### src/rtl/pipe_hazard_ctrl.sv
// Pipeline hazard controller: load-use / RAW bubbles, branch flushes and a
// structural stall while a MEM-stage access occupies the shared instruction RAM.
module pipe_hazard_ctrl #(
  parameter int unsigned REG_AW   = 4,
  parameter int unsigned N_RD     = 2,
  parameter int unsigned MEM_WAIT = 1,
  parameter int unsigned FWD_EN   = 1,
  parameter int unsigned CNT_W    = 16
) (
  input  logic                   clk,
  input  logic                   rst,
  input  logic [N_RD*REG_AW-1:0] id_rreg,
  input  logic [N_RD-1:0]        id_use,
  input  logic [REG_AW-1:0]      ex_wreg,
  input  logic                   ex_wen,
  input  logic                   ex_memread,
  input  logic                   ex_branch_taken,
  input  logic [REG_AW-1:0]      mem_wreg,
  input  logic                   mem_wen,
  input  logic                   mem_conflict,
  output logic                   pc_keep,
  output logic                   ifid_keep,
  output logic                   ifid_flush,
  output logic                   idex_keep,
  output logic                   idex_flush,
  output logic                   exmem_keep,
  output logic                   memwb_flush,
  output logic [CNT_W-1:0]       stall_cnt
);

  typedef enum logic {StRun, StWait} state_e;

  localparam logic [3:0] WaitInit = (MEM_WAIT > 0) ? 4'(MEM_WAIT - 1) : 4'd0;

  state_e            state_q, state_d;
  logic [3:0]        wcnt_q, wcnt_d;
  logic [CNT_W-1:0]  stall_q;

  logic [REG_AW-1:0] rk;
  logic              lu_hit, fwd_hit, lu, raw;
  logic              hold_all, fin, br_flush, bubble;

  // Operand match against EX/MEM writers; WB writers never conflict.
  always_comb begin
    rk      = '0;
    lu_hit  = 1'b0;
    fwd_hit = 1'b0;
    for (int k = 0; k < int'(N_RD); k++) begin
      rk = id_rreg[k*REG_AW +: REG_AW];
      if (id_use[k]) begin
        if (rk == ex_wreg) lu_hit = 1'b1;
        if ((ex_wen && rk == ex_wreg) || (mem_wen && rk == mem_wreg)) fwd_hit = 1'b1;
      end
    end
    lu  = ex_memread & ex_wen & lu_hit;
    raw = lu | ((FWD_EN == 0) ? fwd_hit : 1'b0);
  end

  always_comb begin
    state_d  = state_q;
    wcnt_d   = wcnt_q;
    hold_all = 1'b0;
    fin      = 1'b0;
    br_flush = 1'b0;
    bubble   = 1'b0;
    unique case (state_q)
      StRun: begin
        if (mem_conflict) begin
          if (MEM_WAIT > 0) begin
            hold_all = 1'b1;
            wcnt_d   = WaitInit;
            state_d  = StWait;
          end else begin
            fin = 1'b1;
          end
        end else if (ex_branch_taken) begin
          br_flush = 1'b1;
        end else if (raw) begin
          bubble = 1'b1;
        end
      end
      StWait: begin
        if (wcnt_q != 4'd0) begin
          hold_all = 1'b1;
          wcnt_d   = wcnt_q - 4'd1;
        end else begin
          fin     = 1'b1;
          state_d = StRun;
        end
      end
      default: state_d = StRun;
    endcase
  end

  // Final wait cycle refetches; a taken branch there redirects the PC instead.
  always_comb begin
    pc_keep     = ~rst & (hold_all | bubble | (fin & ~ex_branch_taken));
    ifid_keep   = ~rst & (hold_all | bubble);
    ifid_flush  = ~rst & (fin | br_flush);
    idex_keep   = ~rst & hold_all;
    idex_flush  = ~rst & (bubble | br_flush | (fin & ex_branch_taken));
    exmem_keep  = ~rst & hold_all;
    memwb_flush = ~rst & hold_all;
  end

  always_ff @(posedge clk or posedge rst) begin
    if (rst) begin
      state_q <= StRun;
      wcnt_q  <= 4'd0;
      stall_q <= '0;
    end else begin
      state_q <= state_d;
      wcnt_q  <= wcnt_d;
      if (pc_keep && stall_q != '1) stall_q <= stall_q + 1'b1;
    end
  end

  assign stall_cnt = stall_q;

endmodule

### config.mk
export PLATFORM = sky130hd
export DESIGN_NAME = pipe_hazard_ctrl
export DESIGN_NICKNAME = d
export VERILOG_FILES = /design/src/rtl/pipe_hazard_ctrl.sv
export SDC_FILE = /design/constraint.sdc
export NUM_CORES = 1
export LEC_CHECK = 0
export CORE_UTILIZATION = 27
export DETAILED_ROUTE_END_ITERATION = 12
export MAX_ROUTING_LAYER = met4
export PLACE_DENSITY = 0.63
export SYNTH_ARGS = -nofsm -noshare
export SYNTH_HDL_FRONTEND = slang
export SYNTH_SLANG_ARGS = --single-unit
export TNS_END_PERCENT = 30
### constraint.sdc
create_clock -name clk -period 2.2 [get_ports clk]
set_input_delay 0.33 -clock clk [delete_from_list [all_inputs] [get_ports clk]]
set_output_delay 0.33 -clock clk [all_outputs]
set_load 0.02 [all_outputs]
### Yosys cells after proc, flatten, opt, wreduce, memory -nomap -nowiden

Cells that the tools add are included.
Widths: inputs -> output; s select.

| storage, ports and cells | value |
|---|---|
| register bits | 21 |
| output and inout bits | 23 |
| word-level logic and storage cells | 49 |
| input bits | 25 |

| cells by class | value |
|---|---|
| add/subtract/negate cells | 2 |
| reductions and logical operators | 3 |
| muxes and demuxes | 19 |
| bitwise operators | 17 |
| equality and inequality tests | 5 |

Operator list:

| cell | number |
|---|---|
| $add 16x1->16 const B | 1 |
| $ne 16x16->1 const B | 1 |
| $mux 1 | 14 |
| $and 1x1->1 | 9 |
| $eq 4x4->1 | 2 |
| $mux 4 | 2 |
| $pmux 4 s2 | 1 |
| $or 1x1->1 | 5 |
| $pmux 1 s2 | 2 |
| $reduce_bool 4->1 | 1 |
| $sub 4x1->4 const B | 1 |
| $not 1->1 | 3 |
| $ne 2x1->1 const B | 1 |
| $ne 2x2->1 const B | 1 |
| $reduce_and 2->1 | 1 |
| $logic_and 1x1->1 | 1 |

### Longest topological paths before layout

| depth | value |
|---|---|
| depth after elaboration | 14 |
| gate-level depth with buffers | 9 |
| depth with buffers taken out | 9 |

### Worst setup path before layout

OpenSTA, ideal clock, no wires.

| timing | value |
|---|---|
| path type | register -> output |
| start point | register wcnt_q[0] |
| end point | output ifid_keep |
| slack | 103 ps |
| data arrival time | 1767 ps |
| stages on the path, launching flop included | 7 |
| path buffers | 0 |
| data required time | 1870 ps |
| cell sequence | dfrtp_1 > inv_1 > ha_1 > and4bb_1 > or2_2 > nor2_1 > or3_2 |

| between the ends | value |
|---|---|
| word-level cells in the longest chain between the ends | 5 |

Ends and longest elaborated chain:

| item | RTL line | source |
|---|---|---|
| start, declared | 36 | `logic [3:0] wcnt_q, wcnt_d;` |
| start signal, assigned | 113 | `wcnt_q <= wcnt_d;` |
| $reduce_bool 4->1 | 83 | `if (wcnt_q != 4'd0) begin` |
| $mux 1 | 83 |  |
| $pmux 1 s2 | 66 | `unique case (state_q)` |
| $or 1x1->1 | 98 | `ifid_keep = ~rst & (hold_all \| bubble);` |
| $and 1x1->1 | 98 |  |
| end, declared | 22 | `output logic ifid_keep,` |

Every way passes these cells.

### Worst setup path after layout

| timing | value |
|---|---|
| start point | register wcnt_q[1] |
| end point | output ifid_keep |

Same word-level chain as after synthesis.

==> run metrics <==
Hold WC Path Type=flip-flop to flip-flop; Clock Path Buffers=2; Initial Utilization=28.5%; die width=70.3 um; core area=0.00441 mm^2; Setup crit start kind=flip-flop; Worst-path clk slew=70 ps; latest clock arrival within the worst-skew pair=260 ps; top cells by area, synth=dfrtp_1, xor2_1, xnor2_1; PnR Total Power=1860 uW; register area share after synthesis=41.7%; Max Clock Freq=457 MHz; Largest delay share family, worst path=simple AND/OR/NAND/NOR gates; drt total wl=2920 um; Crit path buffers/inverters=2; synthesized area=0.00126 mm^2; Worst-Margin Slew=449 ps; final setup fails=0; CTS Root Cell=clkbuf_8; maxcap violations=0; total number of vias=1153; vias in the first global route=1106; mean number of vias per cell=4.67; clk_skew=1.20 ps; drc violations=0; ANT cells=0; final instance area=0.00196 mm^2; #FFs+latches synth=21; critical path's largest stage delay=410 ps; synthesized area per cell=9.69 um^2; Port Buffers=42; CP Max Fanout=3; synthesis warning total=0; outcome=finished, final reports clean; final hold vios=0; TritonCTS Sinks=21; unique cell type count in the Yosys netlist=38; CTS tree=built; drt wl/cell=11.8 um; Leakage=0.000914 uW; global-route wire length before repair=4930 um; largest net degree at the start of global routing=22; Die ar.=0.00494 mm^2; syn_nets=157; max-slew violations=0; Hold Path Origin=stall_cnt[13]$_DFFE_PP0P_; arrival time at the worst endpoint=1860 ps; FILL cells=427; reg-to-reg critical path startpoint=wcnt_q[1]$_DFFE_PP0P_; Mapped Cells=130; DP Wirelength=2200 um; crit end category=primary output; Tmin final=2190 ps; Post-DRT Antenna Nets=0; DP Area=0.00188 mm^2; dominant cell type by area after synthesis=dfrtp_1; drt pass-1 iters=5; # H-tree levels=1; hold buffers post-CTS=0; Max VDD drop=748 uV; GPL Wtd Cong=0.744; post-synth top area share=41.7%; Final Cycle Share=99.4%; RSZ-0062 raised after global routing=yes; CP max stage cell=or3_2; starting DRC count in detailed routing=58; Total Nets Final=223; layout cells sized above 1=25.6%; row count=24; die height=70.3 um; number of CTS-inserted buffers=3; pwr dens=948 mW/mm^2; Layout area overhead=55.7%; Setup Crit Path Kind=flip-flop to primary output; initial antenna violation count=0; Relative slew margins=70.0%; Cell Chain, Critical Path=inv_1 -> ha_2 -> and4bb_2 -> or2_4 -> nor2_1 -> or3_2 -> buf_6; Setup crit start=wcnt_q[1]$_DFFE_PP0P_; I/O pin cnt=48; gr ovfl total=0; Global Route Usage Sum=12.9%; WP data required=1870 ps
final timing paths:
check	to	slack, ps	cells past startpoint
max	ifid_keep	10	7
min	stall_cnt[13]$_DFFE_PP0P_	480	1
max reg2reg	stall_cnt[1]$_DFFE_PP0P_	110	8
min reg2reg	stall_cnt[13]$_DFFE_PP0P_	480	1
max in group asynchronous	stall_cnt[1]$_DFFE_PP0P_	1390	4
min in group asynchronous	wcnt_q[1]$_DFFE_PP0P_	600	4
cell usage after synthesis:
cell type and number:
a211o_1 1, a21o_1 1, a21oi_1 2, a222oi_1 1, a311o_2 1, and3_1 3, and4bb_1 2, buf_4 2
buf_6 1, dfrtp_1 21, ha_1 2, inv_1 11, mux2_1 1, mux2_2 1, nand2_1 11, nand2b_1 3
nand3_1 8, nand4_1 2, nor2_1 10, nor2_2 1, nor2b_1 1, nor3_1 4, nor3_2 3, nor4_1 3
nor4_2 1, nor4b_4 1, o2111ai_1 1, o21ai_0 5, o21ai_4 1, o22a_1 1, o22ai_1 1, o31ai_2 1
or2_2 2, or2b_1 1, or3_1 1, or3_2 1, xnor2_1 7, xor2_1 10
worst reg2reg max path: stages (launching register included):
cell and delay, ps:
dfrtp_1 370, inv_1 70, ha_2 170, and4bb_2 260, a211o_1 140, o31ai_2 70, buf_4 150, o21ai_4 390
mux2_1 360
timing repair:
item / 4_1_cts / 5_1_grt
resized for setup: 25 / 13
buffers inserted: 1 / 1
endpoints found under the setup margin: 6 / 14
pin swaps: 0 / 4
placed cells by master (no fill, tap or decap), types with 2 or more instances in the layout:
master           Yosys  layout
clkdlybuf4s50_1      0      34
buf_4                2      22
dfrtp_1             21      21
inv_1               11      11
nand2_1             11      11
xor2_1              10      10
nor2_1              10      10
nand3_1              8       8
xnor2_1              7       7
o21ai_0              5       5
nor4_2               1       4
nor3_1               4       4
nand2b_1             3       3
and3_1               3       3
nor3_2               3       3
clkbuf_8             0       3
buf_2                0       3
nand4_1              2       2
a21oi_1              2       2
dlymetal6s2s_1       0       2
buf_6                1       2
kinds of logic after synthesis:
kind of cell | synth area share [%]
AND/OR/NAND/NOR | 27.4
flip-flops | 41.7
XOR/XNOR | 11.8
AO/OA/AOI/OAI | 9.93
buffers and inverters | 5.36
multiplexers | 1.79
adder cells (fa/ha/maj) | 1.99
metrics by stage:
stage          utilization (%)  instances  TNS [ps]  hold slack (ps)  worst slack (ps)
3_5_place_dp              42.6        241     -3950              483              -451
3_3_place_gp              42.6        241     -3730              480              -448
6_report                  44.4        247         0              485              13.0
5_1_grt                   44.4        247      -337              512             -83.1
4_1_cts                   43.5        246     -87.2              494             -62.0
2_1_floorplan                -        130         0              315               103
where the power goes:
group          internal (uW)  switching [uW]
registers                495             123
clock network            129             121
logic                    517             475
flip-flops by register name (all words and copies together), names as in the netlist:
register   flops
stall_cnt     16
state_q        1
wcnt_q         4
area by class of cell:
cell class              count  area [um^2]  area share, %
clock buffers               4         45.0           2.30
flip-flops and latches     21          526           26.8
multi-input cells          95          697           35.5
repair buffers             64          588           30.0
inverters                  11         41.3           2.10
well taps                  52         65.1           3.32
per-layer routing:
layer / share of wire (%) / GRT usage, % / routed length (um)
met5: 0 / - / 0
met4: 0.58 / 2.67 / 17
met3: 3.6 / 3.61 / 105
met2: 50 / 20.4 / 1470
met1: 46 / 16.4 / 1330
Power figures use the tool's default switching activity.
